File: config.mk
export PLATFORM = sky130hd
export DESIGN_NAME = acq_ctrl_multi_flat
export DESIGN_NICKNAME = d
export VERILOG_FILES = /design/src/rtl/acq_ctrl_multi_if.sv /design/src/rtl/acq_ctrl_multi.sv /design/src/flat_wrapper.sv
export SDC_FILE = /design/constraint.sdc
export NUM_CORES = 1
export LEC_CHECK = 0
export CELL_PAD_IN_SITES_DETAIL_PLACEMENT = 2
export CELL_PAD_IN_SITES_GLOBAL_PLACEMENT = 2
export CORE_ASPECT_RATIO = 0.9
export CORE_UTILIZATION = 34
export CTS_BUF_LIST = sky130_fd_sc_hd__clkbuf_8
export CTS_CLUSTER_DIAMETER = 200
export DETAILED_ROUTE_END_ITERATION = 6
export MAX_ROUTING_LAYER = met4
export PLACE_DENSITY_LB_ADDON = 0.05
export SLEW_MARGIN = 0
export SYNTH_ARGS = -nofsm -noshare
export SYNTH_HDL_FRONTEND = slang
export SYNTH_SLANG_ARGS = --single-unit
export TNS_END_PERCENT = 1
File: constraint.sdc
create_clock -name clkin -period 4.8 [get_ports clkin]
set_clock_uncertainty 0.15 [all_clocks]
set_input_delay 0.96 -clock clkin [delete_from_list [all_inputs] [get_ports clkin]]
set_output_delay 0.96 -clock clkin [all_outputs]
set_load 0.05 [all_outputs]
File: src/rtl/acq_ctrl_multi_if.sv
// Waveform-RAM write port and display-side record handshake of the acquisition controller.
interface acq_ctrl_multi_if #(
  parameter int unsigned NCH      = 2,
  parameter int unsigned SAMPLE_W = 14,
  parameter int unsigned ADDR_W   = 12
);
  logic [ADDR_W-1:0]       ram_addr;
  logic                    ram_wr_en;
  logic [NCH*SAMPLE_W-1:0] ram_data;
  logic [ADDR_W-1:0]       trig_addr;
  logic                    buf_ready;
  logic                    buf_ack;

  modport master (
    output ram_addr, ram_wr_en, ram_data, trig_addr, buf_ready,
    input  buf_ack
  );

  modport slave (
    input  ram_addr, ram_wr_en, ram_data, trig_addr, buf_ready,
    output buf_ack
  );
endinterface

File: src/rtl/acq_ctrl_multi.sv
// N-channel scope acquisition controller: decimation, circular pre/post-trigger capture,
// hysteresis edge trigger with auto/normal/single modes and a ready/ack record handoff.
module acq_ctrl_multi #(
  parameter int unsigned NCH          = 2,
  parameter int unsigned SAMPLE_W     = 14,
  parameter int unsigned ADDR_W       = 12,
  parameter int unsigned SEL_W        = 1,
  parameter int unsigned AUTO_TIMEOUT = 65535
) (
  input  logic                    clkin,
  input  logic                    rst,
  input  logic                    run_in,
  input  logic                    stop_in,
  input  logic [1:0]              trig_mode,
  input  logic [1:0]              trig_type,
  input  logic [SEL_W-1:0]        trig_src,
  input  logic [SAMPLE_W-1:0]     trig_lvl,
  input  logic [SAMPLE_W-1:0]     trig_hyst,
  input  logic [ADDR_W-1:0]       pretrig,
  input  logic [7:0]              acq_divider,
  input  logic [NCH*SAMPLE_W-1:0] adc_data,
  acq_ctrl_multi_if.master        bus,
  output logic                    state_runmode,
  output logic [2:0]              state_trig
);

  typedef enum logic [2:0] {
    S_IDLE     = 3'd0,
    S_PREFILL  = 3'd1,
    S_ARMED    = 3'd2,
    S_POSTFILL = 3'd3,
    S_HOLD     = 3'd4
  } state_t;

  localparam int unsigned TMO_W = (AUTO_TIMEOUT > 1) ? $clog2(AUTO_TIMEOUT) : 1;
  localparam logic [SAMPLE_W-1:0] SMAX = '1;
  localparam logic [ADDR_W-1:0]   AMAX = '1;

  state_t                  state_q, state_d;
  logic [7:0]              div_q, div_d;
  logic [ADDR_W-1:0]       ptr_q, ptr_d;
  logic [ADDR_W-1:0]       fill_q, fill_d;
  logic [ADDR_W-1:0]       pre_q, pre_d;
  logic [TMO_W-1:0]        tmo_q, tmo_d;
  logic                    low_q, low_d;
  logic                    high_q, high_d;
  logic                    wr_q, wr_d;
  logic [ADDR_W-1:0]       addr_q, addr_d;
  logic [NCH*SAMPLE_W-1:0] data_q, data_d;
  logic [ADDR_W-1:0]       taddr_q, taddr_d;
  logic                    rdy_q, rdy_d;

  logic [SAMPLE_W-1:0] sel_s;
  logic [SAMPLE_W:0]   lo_diff, hi_sum;
  logic [SAMPLE_W-1:0] lo_thr, hi_thr;
  logic                low_hit, high_hit, rise_ev, fall_ev, force_ev;
  logic                running, strobe;
  logic [ADDR_W-1:0]   post_n;

  // Out-of-range source indices fall back to channel 0.
  always_comb begin
    sel_s = adc_data[SAMPLE_W-1:0];
    for (int unsigned k = 1; k < NCH; k++) begin
      if (k == 32'(trig_src)) sel_s = adc_data[k*SAMPLE_W +: SAMPLE_W];
    end
  end

  always_comb begin
    lo_diff  = {1'b0, trig_lvl} - {1'b0, trig_hyst};
    hi_sum   = {1'b0, trig_lvl} + {1'b0, trig_hyst};
    lo_thr   = lo_diff[SAMPLE_W] ? '0 : lo_diff[SAMPLE_W-1:0];
    hi_thr   = hi_sum[SAMPLE_W] ? SMAX : hi_sum[SAMPLE_W-1:0];
    low_hit  = sel_s < lo_thr;
    high_hit = sel_s > hi_thr;
    rise_ev  = trig_type[0] && low_q && (sel_s >= trig_lvl);
    fall_ev  = trig_type[1] && high_q && (sel_s <= trig_lvl);
    force_ev = (trig_mode == 2'd0) && (tmo_q == TMO_W'(AUTO_TIMEOUT - 1));
    running  = (state_q == S_PREFILL) || (state_q == S_ARMED) || (state_q == S_POSTFILL);
    strobe   = running && (div_q >= acq_divider);
    post_n   = AMAX - pre_q;
  end

  always_comb begin
    state_d = state_q;
    div_d   = running ? (strobe ? '0 : div_q + 8'd1) : '0;
    ptr_d   = ptr_q;
    fill_d  = fill_q;
    pre_d   = pre_q;
    tmo_d   = tmo_q;
    low_d   = low_q;
    high_d  = high_q;
    wr_d    = 1'b0;
    addr_d  = addr_q;
    data_d  = data_q;
    taddr_d = taddr_q;
    rdy_d   = rdy_q;

    case (state_q)
      S_IDLE: begin
        if (run_in) begin
          state_d = S_PREFILL;
          pre_d   = pretrig;
          fill_d  = '0;
          low_d   = 1'b0;
          high_d  = 1'b0;
        end
      end
      S_PREFILL: begin
        if (strobe) begin
          low_d  = low_q | low_hit;
          high_d = high_q | high_hit;
          if (pre_q == '0) begin
            state_d = S_ARMED;
            tmo_d   = '0;
          end else begin
            wr_d   = 1'b1;
            addr_d = ptr_q;
            data_d = adc_data;
            ptr_d  = ptr_q + 1'b1;
            fill_d = fill_q + 1'b1;
            if (fill_q + 1'b1 == pre_q) begin
              state_d = S_ARMED;
              tmo_d   = '0;
            end
          end
        end
      end
      S_ARMED: begin
        if (strobe) begin
          wr_d   = 1'b1;
          addr_d = ptr_q;
          data_d = adc_data;
          ptr_d  = ptr_q + 1'b1;
          if (rise_ev || fall_ev || force_ev) begin
            taddr_d = ptr_q;
            state_d = S_POSTFILL;
            fill_d  = '0;
            low_d   = 1'b0;
            high_d  = 1'b0;
          end else begin
            low_d  = low_q | low_hit;
            high_d = high_q | high_hit;
            if (trig_mode == 2'd0) tmo_d = tmo_q + 1'b1;
          end
        end
      end
      S_POSTFILL: begin
        // Leave one cycle after the last strobe so its registered write lands before HOLD.
        if (fill_q == post_n) begin
          state_d = S_HOLD;
          rdy_d   = 1'b1;
        end else if (strobe) begin
          wr_d   = 1'b1;
          addr_d = ptr_q;
          data_d = adc_data;
          ptr_d  = ptr_q + 1'b1;
          fill_d = fill_q + 1'b1;
        end
      end
      S_HOLD: begin
        if (bus.buf_ack) begin
          rdy_d = 1'b0;
          if (trig_mode == 2'd2) begin
            state_d = S_IDLE;
          end else begin
            state_d = S_PREFILL;
            pre_d   = pretrig;
            fill_d  = '0;
            low_d   = 1'b0;
            high_d  = 1'b0;
          end
        end
      end
      default: state_d = S_IDLE;
    endcase

    if (stop_in) begin
      state_d = S_IDLE;
      rdy_d   = 1'b0;
      wr_d    = 1'b0;
      ptr_d   = ptr_q;
    end
  end

  always_ff @(posedge clkin or posedge rst) begin
    if (rst) begin
      state_q <= S_IDLE;
      div_q   <= '0;
      ptr_q   <= '0;
      fill_q  <= '0;
      pre_q   <= '0;
      tmo_q   <= '0;
      low_q   <= 1'b0;
      high_q  <= 1'b0;
      wr_q    <= 1'b0;
      addr_q  <= '0;
      data_q  <= '0;
      taddr_q <= '0;
      rdy_q   <= 1'b0;
    end else begin
      state_q <= state_d;
      div_q   <= div_d;
      ptr_q   <= ptr_d;
      fill_q  <= fill_d;
      pre_q   <= pre_d;
      tmo_q   <= tmo_d;
      low_q   <= low_d;
      high_q  <= high_d;
      wr_q    <= wr_d;
      addr_q  <= addr_d;
      data_q  <= data_d;
      taddr_q <= taddr_d;
      rdy_q   <= rdy_d;
    end
  end

  assign bus.ram_addr   = addr_q;
  assign bus.ram_wr_en  = wr_q;
  assign bus.ram_data   = data_q;
  assign bus.trig_addr  = taddr_q;
  assign bus.buf_ready  = rdy_q;
  assign state_runmode  = (state_q != S_IDLE);
  assign state_trig     = state_q;

endmodule
File: src/flat_wrapper.sv
// flat-port wrapper written by rule: the top's interface ports become plain ports
module acq_ctrl_multi_flat 
#(
  parameter int unsigned NCH          = 2,
  parameter int unsigned SAMPLE_W     = 14,
  parameter int unsigned ADDR_W       = 12,
  parameter int unsigned SEL_W        = 1,
  parameter int unsigned AUTO_TIMEOUT = 65535
)
  (clkin, rst, run_in, stop_in, trig_mode, trig_type, trig_src, trig_lvl, trig_hyst, pretrig, acq_divider, adc_data, state_runmode, state_trig, bus_ram_addr, bus_ram_wr_en, bus_ram_data, bus_trig_addr, bus_buf_ready, bus_buf_ack);
  acq_ctrl_multi_if #(.NCH(NCH), .SAMPLE_W(SAMPLE_W), .ADDR_W(ADDR_W)) bus_i ();
  input  logic clkin;
  input  logic rst;
  input  logic run_in;
  input  logic stop_in;
  input  logic [1:0] trig_mode;
  input  logic [1:0] trig_type;
  input  logic [SEL_W-1:0] trig_src;
  input  logic [SAMPLE_W-1:0] trig_lvl;
  input  logic [SAMPLE_W-1:0] trig_hyst;
  input  logic [ADDR_W-1:0] pretrig;
  input  logic [7:0] acq_divider;
  input  logic [NCH*SAMPLE_W-1:0] adc_data;
  output logic state_runmode;
  output logic [2:0] state_trig;
  output wire logic [$bits(bus_i.ram_addr)-1:0] bus_ram_addr;
  output wire logic [$bits(bus_i.ram_wr_en)-1:0] bus_ram_wr_en;
  output wire logic [$bits(bus_i.ram_data)-1:0] bus_ram_data;
  output wire logic [$bits(bus_i.trig_addr)-1:0] bus_trig_addr;
  output wire logic [$bits(bus_i.buf_ready)-1:0] bus_buf_ready;
  input wire logic [$bits(bus_i.buf_ack)-1:0] bus_buf_ack;
  assign bus_ram_addr = bus_i.ram_addr;
  assign bus_ram_wr_en = bus_i.ram_wr_en;
  assign bus_ram_data = bus_i.ram_data;
  assign bus_trig_addr = bus_i.trig_addr;
  assign bus_buf_ready = bus_i.buf_ready;
  assign bus_i.buf_ack = bus_buf_ack;
  acq_ctrl_multi #(.NCH(NCH), .SAMPLE_W(SAMPLE_W), .ADDR_W(ADDR_W), .SEL_W(SEL_W), .AUTO_TIMEOUT(AUTO_TIMEOUT)) u_core (.clkin(clkin), .rst(rst), .run_in(run_in), .stop_in(stop_in), .trig_mode(trig_mode), .trig_type(trig_type), .trig_src(trig_src), .trig_lvl(trig_lvl), .trig_hyst(trig_hyst), .pretrig(pretrig), .acq_divider(acq_divider), .adc_data(adc_data), .bus(bus_i), .state_runmode(state_runmode), .state_trig(state_trig));
endmodule
==> qor.txt <==
GRT Total Usage - 0.229
Die ar. - 25900 um^2
Critical Path Max Stage Delay - 0.44 ns
Die Ht - 153 um
Fill cell count - 2646
Hold Path Sink - u_core.bus.ram_addr[4]
Yosys Warn Count - 0
Sw Share - 0.369
Share of the clock period used by the worst path - 0.952
Post-synth EDFFs - 0
Worst Path Buf+Inv - 1
Synth top area cells - dfrtp_1 (35%), ha_1 (12%), mux2_2 (10%)
Clock sink count - 119
CP Depth - 20
Max Freq - 0.219 GHz
TritonRoute pass-1 iters - 5
Power per cell area - 296 nW/um^2
CP endpoint kind - register
DRT Wirelength - 27800 um
Clk pwr share - 0.308
Worst path arrival time - 4.74 ns
Met1 wire length - 13300 um
Worst-path fanout max - 2
Max-slew headroom - 0.505
Outcome - completed
Post-route minimum period - 4.57 ns
Avg WL per Cell - 19.2 um
Largest net degree at the start of global routing - 63
Crit-path slowest cell - clkdlybuf4s50_1
Critical Path Source Type - input port
Final Hold Viols - 0
Syn Nets - 1076
HP Start - u_core.bus.ram_addr[4]
Worst Hold Slack - 0.360 ns
Mapped Area - 8570 um^2
Required @ worst endpoint - 4.97 ns
CTS H-tree lvls - 4
Uppermost layer routed - met4
Root buffer cell - clkbuf_8
Reg clk slew, reported paths - 0.09 ns
Launch point of the worst reg-to-reg path - u_core.fill_q[0]
Chip Width - 169 um
Setup Crit Path Kind - input port to register
Number of port buffers - 143
Sequential power share - 0.350
Hold path depth - 1
Initial antenna violation count - 2
Leading area contributor after synthesis - dfrtp_1
Post-synth top area share - 0.347
Post-synth ARST share - 1.00
Crit path max-delay family - compound AO/OA/AOI/OAI gates
Global-route wire length before repair - 44900 um
Initial Util - 0.350
Fraction of layout cells with a size suffix above 1 - 0.203
Ports - 144
Vias - 7509
R2R setup slack - 1.25 ns
Num CTS Buffers - 17
CTS tree - built
Clk_lat worst skew - 0.47 ns
Synth Flop Type - dfrtp_1
Switching pwr - 1.24 mW
Core Rows - 54
Design area - 11400 um^2
Slew @ Worst Pin - 0.743 ns
Detailed placement HPWL - 21800 um
Mapped Cells - 906
Share of the yosys chip area belonging to registers - 0.347
Placer Congestion - 0.803
Layout Nets - 1264
Tot Pwr - 3.36 mW
Unique masters post-synth - 63
DR vias/cell - 5.20
Setup TNS - 0 ns
Number of global-route vias before repair - 8163
Area grow syn2layout - 32.6%
GRT overflow - 0
Detailed Route Iter0 Violations - 269
Worst reg2reg endpoint - u_core.tmo_q[1]
Met3 wire len - 1230 um
Wire length on met2 - 13100 um
Final Slew Violations - 0
Flops & latches, synth - 119
Internal - 2.12 mW
Placed cell area - 10800 um^2
Core Footprint - 24500 um^2
Routed Antenna Nets - 0
Cells along the critical path - clkdlybuf4s50_1, ha_1, fa_1, nor2b_1, o21ai_2, a31oi_4, a221oi_2, o21ai_2, nor3_2, o31ai_2, nor2_1, ha_1, a21o_1, a21o_1, a21oi_1, nor2b_1, o21ai_0, a21oi_1, nor4_2, nor3_1
Maxcap violations - 0
Peak supply drop - 0.261 mV
Util after Layout - 0.464
Worst Reg-to-Reg Cells - 8
Syn Area/Cell - 9.46 um^2
Hold crit path type - register to register
Longest Clk Path Bufs - 2
DR DRC count - 0
LEAKAGE - 5.20 nW
Comb pwr share - 0.342
# setup viols final - 0
[what timing repair did]
action                     CTS  global route
pin swaps                    0             9
gates cloned                 0             0
setup endpoints to repair    2             2
resized for setup            3            25
hold buffers                 0             0
buffers inserted             0             1
[worst register-to-register path, stage by stage, from the launching register on]
cell      delay (ns)
dfrtp_1         0.49
ha_1            0.30
nand3_1         0.31
a311oi_1        0.39
nand2_1         0.11
o311ai_2        0.42
a31oi_4         0.35
nor3_2          0.53
mux2_2          0.39
[kinds of logic after synthesis]
family	after synthesis	synth area share
DFF	119	0.347
and+or+nand+nor	304	0.190
buffers and inverters	104	0.0493
muxes	82	0.107
AOI/OAI and AO/OA	153	0.119
xor gates and xnor gates	60	0.0622
adders and majority gates	84	0.124
[how the worst max path moves through the flow]
stage               endpoint  slack, ns         start
6_report       u_core.high_q       0.23  trig_hyst[0]
2_1_floorplan  u_core.high_q       0.19   trig_lvl[0]
4_1_cts        u_core.high_q      0.002   trig_lvl[0]
3_5_place_dp   u_core.high_q      -0.54   trig_lvl[0]
3_3_place_gp   u_core.high_q      -0.34   trig_lvl[0]
5_1_grt        u_core.high_q     -0.002  trig_hyst[0]
[cell usage after synthesis (15+ instances only)]
library cell,number
o21ai_0,31
nor2_1,83
a21oi_1,43
inv_1,64
ha_1,82
and3_1,18
nand2_1,52
nor3_1,18
xnor2_1,47
nand4_1,24
clkbuf_1,24
nand2b_1,15
dfrtp_1,119
nand3_1,29
mux2_2,79
[stage by stage]
stage | cells | setup slack, ns
final | 1445 | 0.230
after global routing | 1445 | -0.00231
after CTS | 1442 | 0.00249
after detailed placement | 1410 | -0.537
after global placement | 1410 | -0.342
after floorplan | 906 | 0.188
[registers in the layout, indices dropped and copies added (netlist names)]
signal	flops
u_core.fill_q	12
u_core.bus.ram_wr_en	1
u_core.bus.trig_addr	12
u_core.bus.buf_ready	1
u_core.low_q	1
u_core.tmo_q	16
u_core.pre_q	12
u_core.high_q	1
u_core.div_q	8
u_core.ptr_q	12
u_core.bus.ram_addr	12
u_core.state_trig	3
u_core.bus.ram_data	28
[area by class of cell]
type,count,area (um^2),area share
multi-input combinational,683,5310,0.467
sequential,119,2980,0.262
timing repair buffer,209,1990,0.175
tap,336,420,0.0370
clock buffer,18,248,0.0218
inverter,64,243,0.0213
clock inverter,14,184,0.0162
antenna,2,5.00,0.000440
[per-layer routing]
layer / global-route usage / vias up
met5: - / -
met4: 0.0403 / 0
met3: 0.0558 / 13
met2: 0.364 / 116
met1: 0.298 / 3781
li1: - / 3599
[placed cells by master (no fill, tap or decap), drive strengths merged, types with 4 or more instances in the layout]
cell and n:
clkdlybuf4s50 142, dfrtp 119, nor2 83, ha 82, mux2 79, inv 72
buf 66, nand2 52, xnor2 48, a21oi 43, o21ai 33, nand3 29
nand4 24, nor3 20, and3 18, clkbuf 18, nor4 18, nand2b 15
xor2 12, a21o 12, o31ai 10, nor2b 8, o21a 8, and2 8
and4 6, a31oi 6, o41ai 6, o211ai 5, or3 5, o22ai 4
a31o 4, or2 4
[power by group through the flow]
stage               combinational (mW)  clock, mW  sequential, mW
floorplan                        0.637          0            1.24
global placement                  1.10          0            1.19
detailed placement                1.13          0            1.19
CTS                               1.14       1.08            1.18
global route                      1.26       1.11            1.19
finish                            1.15       1.04            1.18
Note: power is estimated with default switching activity, not from simulation.
